## src/rtl/instruction_encoder.sv

```systemverilog
// Instruction encoder: packs op/dst/src/immediate fields into 32-bit IR words.
// Immediates that fit in a signed 16-bit field are folded into the IR word;
// others set the ext flag and follow as a second, full 32-bit word.
module instruction_encoder #(
   parameter int unsigned SHORT_IMM_WIDTH = 16,
   parameter int unsigned COUNT_WIDTH     = 16
) (
   input  logic                   clock,
   input  logic                   reset,
   input  logic                   inValid,
   output logic                   inReady,
   input  logic [3:0]             ALUOperationCode,
   input  logic [4:0]             destination,
   input  logic [4:0]             source,
   input  logic                   isSecondImmediate,
   input  logic [31:0]            immediate,
   output logic                   outValid,
   input  logic                   outReady,
   output logic [31:0]            outWord,
   output logic                   outIsExtension,
   output logic [COUNT_WIDTH-1:0] instructionCount,
   output logic [COUNT_WIDTH-1:0] wordCount
);

   typedef enum logic [1:0] {StIdle, StFirst, StSecond} state_e;

   localparam int unsigned ExtBit = SHORT_IMM_WIDTH;

   state_e                 r_state_q, w_state_d;
   logic                   r_out_valid_q, w_out_valid_d;
   logic [31:0]            r_out_word_q, w_out_word_d;
   logic                   r_out_ext_q, w_out_ext_d;
   logic [31:0]            r_hold_q, w_hold_d;
   logic [COUNT_WIDTH-1:0] r_instr_count_q, r_word_count_q;

   logic        w_fits;
   logic        w_needs_ext;
   logic [31:0] w_instr_word;
   logic        w_accept;
   logic        w_handoff;

   // Fit: bits above the sign bit of the short field all match the sign bit.
   assign w_fits      = (&immediate[31:SHORT_IMM_WIDTH-1]) || ~(|immediate[31:SHORT_IMM_WIDTH-1]);
   assign w_needs_ext = isSecondImmediate && !w_fits;

   // Build the IR word from the input fields.
   always_comb begin
      w_instr_word        = '0;
      w_instr_word[31:28] = ALUOperationCode;
      w_instr_word[27:23] = destination;
      w_instr_word[22:18] = source;
      w_instr_word[17]    = isSecondImmediate;
      w_instr_word[16]    = w_needs_ext;
      if (isSecondImmediate && w_fits) begin
         w_instr_word[SHORT_IMM_WIDTH-1:0] = immediate[SHORT_IMM_WIDTH-1:0];
      end
   end

   // A pending ext flag in FIRST blocks new input until the extension word is out.
   assign inReady = reset && ((r_state_q == StIdle) ||
                              ((r_state_q == StFirst) && !r_out_word_q[ExtBit] && outReady) ||
                              ((r_state_q == StSecond) && outReady));

   assign w_accept  = inValid && inReady;
   assign w_handoff = r_out_valid_q && outReady;

   // Next-state and output-stage update; a new accept overrides the drain path.
   always_comb begin
      w_state_d     = r_state_q;
      w_out_valid_d = r_out_valid_q;
      w_out_word_d  = r_out_word_q;
      w_out_ext_d   = r_out_ext_q;
      w_hold_d      = r_hold_q;
      if (w_accept) begin
         w_state_d     = StFirst;
         w_out_valid_d = 1'b1;
         w_out_word_d  = w_instr_word;
         w_out_ext_d   = 1'b0;
         w_hold_d      = immediate;
      end else begin
         unique case (r_state_q)
            StFirst: begin
               if (outReady) begin
                  if (r_out_word_q[ExtBit]) begin
                     w_state_d    = StSecond;
                     w_out_word_d = r_hold_q;
                     w_out_ext_d  = 1'b1;
                  end else begin
                     w_state_d     = StIdle;
                     w_out_valid_d = 1'b0;
                  end
               end
            end
            StSecond: begin
               if (outReady) begin
                  w_state_d     = StIdle;
                  w_out_valid_d = 1'b0;
               end
            end
            default: ;
         endcase
      end
   end

   // State, output stage, hold register and statistics counters.
   always_ff @(posedge clock) begin
      if (!reset) begin
         r_state_q       <= StIdle;
         r_out_valid_q   <= 1'b0;
         r_out_word_q    <= '0;
         r_out_ext_q     <= 1'b0;
         r_hold_q        <= '0;
         r_instr_count_q <= '0;
         r_word_count_q  <= '0;
      end else begin
         r_state_q     <= w_state_d;
         r_out_valid_q <= w_out_valid_d;
         r_out_word_q  <= w_out_word_d;
         r_out_ext_q   <= w_out_ext_d;
         r_hold_q      <= w_hold_d;
         if (w_accept) r_instr_count_q <= r_instr_count_q + COUNT_WIDTH'(1);
         if (w_handoff) r_word_count_q <= r_word_count_q + COUNT_WIDTH'(1);
      end
   end

   assign outValid         = r_out_valid_q;
   assign outWord          = r_out_word_q;
   assign outIsExtension   = r_out_ext_q;
   assign instructionCount = r_instr_count_q;
   assign wordCount        = r_word_count_q;

endmodule

```

## config.mk

```make
export PLATFORM = sky130hd
export DESIGN_NAME = instruction_encoder
export DESIGN_NICKNAME = d
export VERILOG_FILES = /design/src/rtl/instruction_encoder.sv
export SDC_FILE = /design/constraint.sdc
export NUM_CORES = 1
export LEC_CHECK = 0
export CAP_MARGIN = 10
export CELL_PAD_IN_SITES_DETAIL_PLACEMENT = 1
export CELL_PAD_IN_SITES_GLOBAL_PLACEMENT = 1
export CORE_ASPECT_RATIO = 1.5
export CORE_MARGIN = 2
export CORE_UTILIZATION = 31
export CTS_CLUSTER_SIZE = 16
export DETAILED_ROUTE_END_ITERATION = 8
export PLACE_DENSITY_LB_ADDON = 0.1
export REMOVE_ABC_BUFFERS = 1
export SLEW_MARGIN = 20
export SYNTH_ARGS = -nofsm -noshare
export SYNTH_HDL_FRONTEND = slang
export SYNTH_SLANG_ARGS = --single-unit
```

## constraint.sdc

```tcl
create_clock -name clock -period 1.57 [get_ports clock]
set_input_delay 0.2355 -clock clock [delete_from_list [all_inputs] [get_ports clock]]
set_output_delay 0.2355 -clock clock [all_outputs]
set_load 0.03 [all_outputs]
```

---- Word-level counts from Yosys, hierarchy flattened ----
Index checks and enable logic that the tools add are counted.
storage, ports and cells
  output and inout bits ................... 67
  bits of input ports ..................... 51
  word-level logic and storage cells ...... 63
  register bits after elaboration ......... 100
cells by class
  eq/ne operators ......................... 7
  multiplexer cells ....................... 15
  bitwise operators ....................... 2
  $add $sub $neg .......................... 2
  reduce and logical (&&, ||, !) cells .... 28
operators by type and width
  cell                     count
  $mux W32                 4
  $add A16 B1 Y16 const B  2
  $reduce_and A17 Y1       1
  $reduce_or A17 Y1        1
  $mux W16                 1
  $reduce_and A3 Y1        4
  $ne A3 B3 Y1 const B     3
  $logic_and A1 B1 Y1      8
  $reduce_bool A2 Y1       4
  $mux W2                  3
  $mux W1                  5
  $ne A2 B2 Y1 const B     2
  $pmux W2 S2              1
  $reduce_and A4 Y1        1
  $logic_or A1 B1 Y1       3
  $reduce_bool A3 Y1       1
  $eq A2 B1 Y1 const B     1
  $eq A2 B2 Y1 const B     1
  $logic_not A1 Y1         2
  $logic_not A2 Y1         1
  $not A1 Y1               2
  $pmux W1 S2              1
  $reduce_and A2 Y1        1
  $reduce_or A2 Y1         1

---- Depth between registers and ports, before layout ----
  depth in word-level cells ............... 9
  mapped depth ............................ 8
  gate-level depth less buffers ........... 5

---- Worst setup path after synthesis ----
No wires, ideal clock.
  path type ............................... flip-flop to flip-flop
  start ................................... reg r_out_word_q[16], in the netlist outWord[16]
  end ..................................... reg r_instr_count_q[13], in the netlist instructionCount[13]
  cell stages (with the launch flop) ...... 6
  library setup time ...................... 0.071 ns
  slack ................................... -0.239 ns
  arrival ................................. 1.739 ns
  buffers on the path ..................... 0
  required time ........................... 1.499 ns
  period minus slack after synthesis ...... 1.809 ns
  cells stage by stage .................... dfxtp_1 -> nand2b_1 -> o32ai_4 -> nand4_1 -> or3_1 -> a21oi_1
on the way
  cells in the longest elaborated chain, start to end .. 7
RTL lines
  what                              line  source
  from (decl)                       31    logic [31:0] r_out_word_q, w_out_word_d;
  from (signal assigned)            118   r_out_word_q <= w_out_word_d;
  $logic_not A1 Y1                  61    ((r_state_q == StFirst) && !r_out_word_q[ExtBit] && outReady) ||
  $logic_and A1 B1 Y1 (2 in a row)  61
  $logic_or A1 B1 Y1                60    assign inReady = reset && ((r_state_q == StIdle) ||
  $logic_or A1 B1 Y1                61
  $logic_and A1 B1 Y1               60
  named net inReady                 11    output logic inReady,
  $logic_and A1 B1 Y1               64    assign w_accept = inValid && inReady;
  to (signal assigned)              121   if (w_accept) r_instr_count_q <= r_instr_count_q + COUNT_WIDTH'(1);
  to (decl)                         34    logic [COUNT_WIDTH-1:0] r_instr_count_q, r_word_count_q;
The timed path passes the listed nets, and every way through them passes these cells.
A chain may end at the register's enable or synchronous reset.

---- Worst setup path after layout ----
  start ................................... reg r_state_q[1]
  end ..................................... reg r_out_word_q[16], in the netlist outWord[16]
on the way
  cells in the longest elaborated chain, start to end .. 9
  elaborated cells on any way between the ends .. 14
  classes of those cells .................. eq/ne: 2; mux: 1; reduce/logical: 11
RTL lines
  what                                 line    source
  from (decl)                          29      state_e r_state_q, w_state_d;
  from (signal assigned)               108     r_state_q <= StIdle;
  from (signal assigned)               116     r_state_q <= w_state_d;
  $eq A2 B1 Y1                         61, 81
  $logic_and A1 B1 Y1 (2 in a row)     61
  $logic_or A1 B1 Y1                   60
  $logic_or A1 B1 Y1                   61
  $logic_and A1 B1 Y1                  60
  $logic_and A1 B1 Y1                  64
  $reduce_bool A2 Y1 (no source line)  --
  $reduce_and A2 Y1 (no source line)   --
Several ways; a longest one is shown, not always the timed one.

==> impl_metrics.ini <==
[min_path]
hp-start = immediate[20]
hold_class = input port to flop
hold_depth = 4

[clocking]
cts_buffer_depth = 2
clk_pin_slew_ps = 70
cts.hold.buffers_added = 0
clkSinkCount = 100
cts_tree = done
cts_root_buf = clkbuf_16
worstSkewPairLatency_ps = 350
cts-buffers-inserted = 9
h-tree-depth = 3

[power]
ir_drop_mv = 0.6840
p_per_area_nw_per_um2 = 804.3
p_leak_nw = 3.065

[critical_path]
path_buf_inv = 3
worstPathRequired_ps = 1840
arrival_ps = 1960
endpoint_kind = flop
crit_path_start = r_state_q[1]$_SDFFE_PP0P_
rr_worst_depth = 8
r2r-start = r_state_q[1]$_SDFFE_PP0P_
cpMostUsedCell = buf_12
cp_slowest_cell = dfxtp_2
cp_max_fo = 7
path_cells = nor2b_4, o32ai_4, and2_4, buf_12, buf_12, buf_12, nand4_1, a21oi_2
cp_slowest_stage_delay_ps = 340
cp.depth = 8
worstSetupPathType = flop to flop
start_kind = flop
path_delay_family = simple AND/OR/NAND/NOR gates

[placement]
io_buffers = 117
placed_cell_area_um2 = 5951
hpwl_um = 9615
globalplace.congestion = 0.7769
placed_cells = 825

[logic_synthesis]
ys_types = 34
ys_seq_area_share_pct = 47.14
synth_area_um2 = 4247
synth_top_area_cell = dfxtp_1
yosysWarnings = 0
syn_area_per_cell_um2 = 8.135
synth_cells = 522
synth_top_area_share_pct = 47.14
synth.area.top_cells = dfxtp_1, nand2_1, a21oi_1
ys_ff_latch = 100

[global_routing]
grt_max_degree = 78
grt_pass1_vias = 5119
grtUsageTotal_pct = 22.68
grt_pass1_wl_um = 26390
antenna_found_initial = 1
grt_overflow = 0

[die]
die_x_um = 99.57
initial_core_util_pct = 31.53
rows = 52
die_h_um = 147.3
design.core.area_um2 = 13470
design.die.area_um2 = 14670
ios = 118

[final_layout]
area_growth_pct = 75.40
drive_above_1_share_pct = 31.31
fin_cells = 888
seq_area_um2 = 2006
fin_area_um2 = 7448
mostFrequentLayoutCells = nand2_1, dfxtp_1, dlygate4sd2_1
multi_input_area_um2 = 2648
nFillCells = 1541
final_net_count = 773
mostFrequentLayoutCell = nand2_1

[timing]
fmax_ghz = 0.5914
worst_slack_ps = -120.9
tightestPinTransition_ps = 709.9
maxSlewHeadroom_pct = 52.67
fin_crit_ps = 1691
period_share_pct = 107.7
finClkSkew_ps = 8.515
rsz0062_at_grt = true
setup_viol = 47
hold_viol = 0
report.final.slew_viol_count = 0

[routing]
wire_per_inst_um = 19.06
drt_wl_total_um = 16920
dr.pass1.iters = 4
drc = 0
dr_total_vias = 4689
viasPerCell = 5.280
dr.first_iter.drc_count = 150
ant_nets = 0

[run_status]
status = complete, but fails checks
violations = setup timing

[job]
cap_viol_max_count = 0
-- routing by layer --
metal  global-route usage, %  vias up  routed length [um]
li1                        -     2230                   -
met5                       0        -                   0
met2                   43.07      106                9450
met3                   4.900       26                 590
met4                   6.849        0                 327
met1                   24.64     2327                6553
-- sequential cells by signal (all words and copies together) (netlist names) --
name	cells
outWord	32
r_hold_q	32
instructionCount	16
wordCount	16
r_state_q	2
outIsExtension	1
outValid	1
-- layout make-up --
cell class	instances	area share, %
Timing Repair Buffer	219	30.89
Multi-Input combinational cell	385	35.55
Inverter	5	0.2520
Clock buffer	11	3.124
Clock inverter	5	0.5039
Sequential cell	100	26.93
Tap cell	162	2.721
Antenna cell	1	0.03360
-- logic make-up (layout without fill, tap and decap cells) --
| family | count (synthesis) | after routing | synth area share, % |
|---|---|---|---|
| buffers and inverters | 38 | 240 | 3.948 |
| multiplexers | 11 | 11 | 2.593 |
| AND/OR/NAND/NOR | 256 | 257 | 27.14 |
| adder cells (fa/ha/maj) | 2 | 2 | 0.5892 |
| AO/OA/AOI/OAI | 101 | 101 | 15.70 |
| XOR/XNOR | 14 | 14 | 2.888 |
| flip-flops | 100 | 100 | 47.14 |
| other | 0 | 1 | 0 |
-- through the flow --
stage	setup WS, ps	util, %	power [mW]	setup TNS [ps]	hold WS, ps
final	-120.9	55.30	5.991	-2196	265.4
after floorplan	-1532	-	3.058	-95610	334.5
after global routing	-175.8	55.30	6.213	-6481	273.2
after detailed placement	-726.8	44.18	3.510	-53600	449.8
after global placement	-667.7	44.18	3.487	-49250	441.7
after CTS	-124.4	53.82	5.981	-4255	314.0
-- worst reg2reg max path, delay by kind of cell, from the launching register on --
family | cells | cell delay [ps]
AOI/OAI and AO/OA | 2 | 420
DFF | 1 | 340
and+or+nand+nor | 3 | 530
buffers and inverters | 3 | 340
-- where the power goes --
group / total (mW) / switching [mW] / internal (mW)
Combinational: 1.18 / 0.580 / 0.597
Sequential: 2.71 / 0.0767 / 2.64
Clock: 2.10 / 1.02 / 1.08
-- Yosys cell counts --
cell type  count
a21boi_2       1
a21oi_1       50
a311oi_1      15
a31o_1         6
a32o_1        10
and2_1         5
and3_1         3
and4_1         4
buf_1          6
buf_2         11
buf_4          3
clkbuf_1      13
dfxtp_1      100
ha_1           2
inv_1          4
inv_2          1
mux2i_1       11
nand2_1      137
nand2_2        1
nand2b_1       5
nand3_1       22
nand4_1       15
nor2_1        34
nor2b_1        2
nor3_1        11
nor4_1         2
nor4_2         1
o21ai_0       17
o311ai_0       1
o32ai_4        1
or3_1         11
or4_1          3
xnor2_1        6
xor2_1         8
-- path summary, 6_finish.rpt --
check                         endpoint  slack [ps]
max reg2reg   outWord[16]$_SDFFE_PN0P_        -120
max           outWord[16]$_SDFFE_PN0P_        -120
min          r_hold_q[20]$_SDFFE_PN0P_         270
min reg2reg   r_hold_q[4]$_SDFFE_PN0P_         460
-- what timing repair did --
action	CTS	global route
endpoints found under the setup margin	160	90
cloned	12	2
buffers inserted	28	9
gates resized for setup	218	57
pin swaps	52	29
(Power assumes the default switching activity.)
